[src/rtl/pipe_pkg.sv]
// Shared definitions for the reusable pipeline stage register: control bit
// positions and the packed entry width.
package pipe_pkg;

   // Control bit positions inside the ctrl field.
   localparam int CTRL_WE_BIT = 0;
   localparam int CTRL_WE     = 0;   // register write enable
   localparam int CTRL_LW     = 1;   // load-word result select
   localparam int CTRL_LUI    = 2;   // upper-immediate result select

   // Packed entry layout is {data words, rd, ctrl}, ctrl in the LSBs.
   function automatic int entry_w(input int num_data, input int data_w,
                                  input int rd_w, input int ctrl_w);
      return num_data * data_w + rd_w + ctrl_w;
   endfunction

endpackage

[src/rtl/pipe_entry_reg.sv]
// One pipeline entry: payload plus valid bit. clear wins over load so a
// flush always leaves the entry empty.
module pipe_entry_reg #(
   parameter int W = 8
) (
   input  logic         clk,
   input  logic         reset,
   input  logic         load,
   input  logic         clear,
   input  logic [W-1:0] d,
   output logic         valid,
   output logic [W-1:0] payload
);

   logic         valid_d, valid_q;
   logic [W-1:0] payload_d, payload_q;

   // Next-state: clear empties the entry, load captures a new payload.
   always_comb begin
      valid_d   = valid_q;
      payload_d = payload_q;
      if (clear) begin
         valid_d = 1'b0;
      end else if (load) begin
         valid_d   = 1'b1;
         payload_d = d;
      end
   end

   // Entry state register with synchronous reset to empty/zero.
   always_ff @(posedge clk) begin
      if (reset) begin
         valid_q   <= 1'b0;
         payload_q <= '0;
      end else begin
         valid_q   <= valid_d;
         payload_q <= payload_d;
      end
   end

   assign valid   = valid_q;
   assign payload = payload_q;

endmodule

[src/rtl/pipe_stage_reg.sv]
// Pipeline stage register with valid/ready handshake, optional skid entry,
// flush, x0 write-enable masking and a saturating stall counter.
module pipe_stage_reg
   import pipe_pkg::*;
#(
   parameter int DATA_W   = 32,
   parameter int NUM_DATA = 3,
   parameter int RD_W     = 5,
   parameter int CTRL_W   = 3,
   parameter int SKID     = 1,
   parameter int MASK_X0  = 1,
   parameter int CNT_W    = 16
) (
   input  logic                       clk,
   input  logic                       reset,
   input  logic                       flush,
   input  logic                       in_valid,
   output logic                       in_ready,
   input  logic [NUM_DATA*DATA_W-1:0] in_data,
   input  logic [RD_W-1:0]            in_rd,
   input  logic [CTRL_W-1:0]          in_ctrl,
   output logic                       out_valid,
   input  logic                       out_ready,
   output logic [NUM_DATA*DATA_W-1:0] out_data,
   output logic [RD_W-1:0]            out_rd,
   output logic [CTRL_W-1:0]          out_ctrl,
   output logic [CNT_W-1:0]           stall_cnt
);

   localparam int EW = entry_w(NUM_DATA, DATA_W, RD_W, CTRL_W);
   localparam int DW = NUM_DATA * DATA_W;

   logic [EW-1:0]    in_payload, main_payload, skid_payload, main_d;
   logic             main_v, skid_v;
   logic             acc, drn;
   logic             main_load, main_clear, skid_load, skid_clear;
   logic [CTRL_W-1:0] head_ctrl;
   logic [RD_W-1:0]   head_rd;
   logic [CNT_W-1:0]  cnt_d, cnt_q;

   assign in_payload = {in_data, in_rd, in_ctrl};

   // Handshake and entry movement; flush blocks acceptance and empties both entries.
   always_comb begin
      in_ready   = 1'b0;
      main_load  = 1'b0;
      main_clear = 1'b0;
      skid_load  = 1'b0;
      skid_clear = 1'b0;
      main_d     = in_payload;
      if (!reset && !flush) begin
         if (SKID != 0) in_ready = !skid_v;
         else           in_ready = !main_v || out_ready;
      end
      acc = in_valid && in_ready;
      drn = main_v && out_ready;
      if (flush) begin
         main_clear = 1'b1;
         skid_clear = 1'b1;
      end else if (drn) begin
         if (skid_v) begin
            // Skid entry is older than anything offered, so it refills MAIN.
            main_d     = skid_payload;
            main_load  = 1'b1;
            skid_clear = 1'b1;
         end else if (acc) begin
            main_load  = 1'b1;
         end else begin
            main_clear = 1'b1;
         end
      end else if (acc) begin
         if (main_v) skid_load = 1'b1;
         else        main_load = 1'b1;
      end
   end

   pipe_entry_reg #(.W(EW)) u_main (
      .clk     (clk),
      .reset   (reset),
      .load    (main_load),
      .clear   (main_clear),
      .d       (main_d),
      .valid   (main_v),
      .payload (main_payload)
   );

   if (SKID != 0) begin : g_skid
      pipe_entry_reg #(.W(EW)) u_skid (
         .clk     (clk),
         .reset   (reset),
         .load    (skid_load),
         .clear   (skid_clear),
         .d       (in_payload),
         .valid   (skid_v),
         .payload (skid_payload)
      );
   end else begin : g_no_skid
      assign skid_v       = 1'b0;
      assign skid_payload = '0;
   end

   assign head_ctrl = main_payload[CTRL_W-1:0];
   assign head_rd   = main_payload[CTRL_W +: RD_W];
   assign out_valid = main_v;
   assign out_rd    = head_rd;
   assign out_data  = main_payload[EW-1 -: DW];

   // Bubbles never write; optionally suppress writes to x0.
   always_comb begin
      out_ctrl = '0;
      if (main_v) begin
         out_ctrl = head_ctrl;
         if (MASK_X0 != 0 && head_rd == '0) out_ctrl[CTRL_WE_BIT] = 1'b0;
      end
   end

   // Stall counter: saturates at all-ones, only reset clears it.
   always_comb begin
      cnt_d = cnt_q;
      if (main_v && !out_ready && cnt_q != '1) cnt_d = cnt_q + CNT_W'(1);
   end

   // Stall counter register.
   always_ff @(posedge clk) begin
      if (reset) cnt_q <= '0;
      else       cnt_q <= cnt_d;
   end

   assign stall_cnt = cnt_q;

endmodule

[config.mk]
export PLATFORM = sky130hd
export DESIGN_NAME = pipe_stage_reg
export DESIGN_NICKNAME = d
export VERILOG_FILES = /design/src/rtl/pipe_pkg.sv /design/src/rtl/pipe_entry_reg.sv /design/src/rtl/pipe_stage_reg.sv
export SDC_FILE = /design/constraint.sdc
export NUM_CORES = 1
export LEC_CHECK = 0
export CAP_MARGIN = 15
export CORE_AREA = 8 8 151 153
export DETAILED_ROUTE_END_ITERATION = 16
export DIE_AREA = 0 0 159 161
export PLACE_DENSITY = 0.91
export SKIP_CTS_REPAIR_TIMING = 1
export SYNTH_ARGS = -nofsm -noshare
export SYNTH_HDL_FRONTEND = slang
export SYNTH_SLANG_ARGS = --single-unit
[constraint.sdc]
create_clock -name clk -period 2.5 [get_ports clk]
set_input_delay 0.5 -clock clk [delete_from_list [all_inputs] [get_ports clk]]
set_output_delay 0.5 -clock clk [all_outputs]
set_load 0.01 [all_outputs]
==> results_dict.tcl <==
set metrics [dict create \
    finalSetupViolations 0 \
    clk-insertion-delay-late_ps 500 \
    synth_ff_type "dfxtp_1" \
    worst-setup-path-type "in2out" \
    power.leakage_nw 4.97 \
    grt_max_degree 227 \
    hpwl_microns 17200 \
    finalNonFillerCells 1521 \
    critical_path.max_fanout 2 \
    synth.distinct_cells 45 \
    die_w_microns 159 \
    synth.mux.area_fraction_pct 10.6 \
    synth_warnings 0 \
    gr-usage-met3_pct 4.20 \
    hold_violations 0 \
    synthArstFlopShare_pct 0 \
    grt_pass1_vias 8050 \
    synth.avg_cell_area_sq_um 8.81 \
    grt_overflow_total 0 \
    grt_pass1_wl_microns 40500 \
    die_y_microns 161 \
    root_buffer "clkbuf_16" \
    synth_edf_count 0 \
    synth_seq_cells 226 \
    finalMaxSlewViolations 0 \
    min_period_over_period_pct 95.5 \
    grt_use_met1_pct 20.9 \
    rows 53 \
    top_usage_layer "met2" \
    rsz0062_at_grt "false" \
    place_inst 1476 \
    path_clk_slew_ps 60 \
    path_buf_inv 2 \
    crit_chain "clkdlybuf4s50_1, nor3_1, clkdlybuf4s50_1" \
    io_pins 231 \
    place_congestion 0.786 \
    numCtsBuffers 24 \
    arrival_ps 1890 \
    synth_top_family_by_area "compound AO/OA/AOI/OAI gates" \
    synth-simple-area-share_pct 15.5 \
    crit_path_frequent_cell "clkdlybuf4s50_1" \
    n_fill_cell 1622 \
    num_vias 8125 \
    drc 0 \
    antenna_found_initial 4 \
    worst_setup_path_end_kind "primary output" \
    io_buffer_count 230 \
    ys_seq_area_share_pct 45.4 \
    irDropWorstVdd_mv 0.437 \
    synth-compound-area-share_pct 16.4 \
    maxCapViolations 0 \
    synthesis.nets 1242 \
    clockBufferDepth 3 \
    synthAdderAreaFrac_pct 0.125 \
    grtUsageTotal_pct 18.7 \
    fin_crit_ps 2390 \
    drtIter0Drc 365 \
    cp.required_ps 2000 \
    critPathLaunchType "primary input" \
    fin_ws_ps 112 \
    critPathSlowestCell "clkdlybuf4s50_1" \
    pre_cts_slack_ps -14.1 \
    synthCells 1132 \
    max_freq_mhz 419 \
    cts.sinks 226 \
    layout.nets 1337 \
    drive_gt1_share_pct 7.63 \
    viasPerCell 5.34 \
    status "completed" \
    slowest_delay_ps 620 \
    cts_tree "yes" \
    first_pass_iters 5 \
    dieArea_sq_um 25600 \
    syn2layout_area_growth_pct 26.7 \
    wl_per_cell_microns 16.7 \
    grt_use_met2_pct 33.0 \
    worstMarginPinSlew_ps 1140 \
    synth-xor-area-share_pct 0.0878 \
    skew_ps 7.33 \
    crit_family "buffers and inverters" \
    ant_nets 0 \
    cellPowerDensity_nw_per_um2 643 \
    netlist_area_sq_um 9970 \
    finalPower_mw 8.13 \
    routed_wl_microns 25300 \
    htree_levels 1 \
    slew_headroom_pct 24.2 \
    core-area_sq_um 20600 \
    holdCritPathClass "reg2reg" \
    start_util_pct 48.5 \
]
[registers in the layout (all words and copies together) (netlist names)]
signal / flops
g_skid.u_skid.payload: 104
u_main.payload: 104
stall_cnt: 16
g_skid.u_skid.valid: 1
u_main.valid: 1
[final cells by class]
cell class                 count  area (sq um)  area share [%]
tap                          275           344            2.72
clock buffer                  36           737            5.83
antenna                        1          2.50          0.0198
inverter                       6          22.5           0.178
timing repair buffer         255          2640            20.9
multi-input combinational    714          4290            33.9
clock inverter                 8          70.1           0.555
sequential                   226          4530            35.8
[through the flow]
| stage | hold WS [ps] | instance area (sq um) | setup TNS (ps) | util [%] |
|---|---|---|---|---|
| floorplan | 436 | 9970 | 0 | - |
| global placement | 441 | 11800 | 0 | 57.5 |
| detailed placement | 446 | 11800 | -14.1 | 57.5 |
| CTS | 454 | 12600 | -45.1 | 61.4 |
| global route | 466 | 12600 | 0 | 61.4 |
| finish | 453 | 12600 | 0 | 61.4 |
[power by group]
part	switching, mW	internal [mW]	total [mW]
Sequential	0.0626	3.71	3.77
Combinational	0.371	0.446	0.817
Clock	1.40	2.14	3.54
Total	1.84	6.29	8.13
[final timing paths]
kind,start,to,slack [ps],cells past startpoint
setup / recovery,flush,in_ready,110,3
hold / removal,g_skid.u_skid.payload[32]$_SDFFE_PP0P_,g_skid.u_skid.payload[32]$_SDFFE_PP0P_,450,2
setup reg to reg,u_main.valid$_SDFFE_PP0P_,u_main.payload[99]$_SDFFE_PP0P_,450,6
hold reg to reg,g_skid.u_skid.payload[32]$_SDFFE_PP0P_,g_skid.u_skid.payload[32]$_SDFFE_PP0P_,450,2
[cells in the mapped netlist, types with 2 or more instances]
cell type / count / area share, %
dfxtp_1: 226 / 45
nand2_1: 211 / 7.9
a21oi_1: 116 / 5.8
nor2_1: 113 / 4.3
mux2i_1: 106 / 11
buf_4: 105 / 7.9
a211oi_1: 85 / 6.4
buf_2: 43 / 2.2
clkbuf_1: 34 / 1.3
a211oi_2: 20 / 2.5
nor3_1: 8 / 0.40
inv_1: 6 / 0.23
nand3_1: 6 / 0.30
o41ai_1: 4 / 0.35
and3_1: 3 / 0.19
buf_6: 3 / 0.34
nor4_1: 3 / 0.19
o31ai_1: 3 / 0.23
or3_1: 3 / 0.19
or4b_1: 3 / 0.30
and2_1: 2 / 0.13
nand2b_1: 2 / 0.13
nand3b_1: 2 / 0.15
o21ai_0: 2 / 0.10
o311a_1: 2 / 0.20
or4_1: 2 / 0.15
[placed cells by master (no fill, tap or decap), types with 3 or more instances in the layout]
| cell type | n |
|---|---|
| a211oi_1 | 85 |
| a211oi_2 | 20 |
| a21oi_1 | 116 |
| buf_12 | 12 |
| buf_4 | 13 |
| clkbuf_1 | 4 |
| clkbuf_16 | 25 |
| clkbuf_8 | 7 |
| clkdlybuf4s50_1 | 228 |
| clkinv_2 | 5 |
| dfxtp_1 | 225 |
| inv_1 | 6 |
| mux2i_1 | 106 |
| nand2_1 | 211 |
| nand3_1 | 5 |
| nor2_1 | 113 |
| nor3_1 | 8 |
| nor4_1 | 3 |
| o31ai_1 | 3 |
| o41ai_1 | 4 |
| or3_1 | 3 |
| or4b_1 | 3 |
[worst reg2reg max path: cells and delay by family (launching register included)]
| kind | cells | cell delay [ps] |
|---|---|---|
| buffers and inverters | 2 | 490 |
| DFF | 1 | 490 |
| AOI/OAI and AO/OA | 2 | 600 |
| and+or+nand+nor | 2 | 370 |
[cells by family (layout without fill, tap and decap cells)]
logic type	Yosys count	in the layout
buffers and inverters	192	305
and+or+nand+nor	368	368
adders and majority gates	1	1
muxes	106	106
xor gates and xnor gates	1	1
DFF	226	226
AOI/OAI and AO/OA	238	238
other	0	1
[metal layers]
metal	wire [microns]	vias to the layer above
met5	35	-
met4	1150	6
met3	1420	72
met2	12600	236
met1	10100	3809
li1	-	4002
Note: power is estimated with default switching activity, not from simulation.
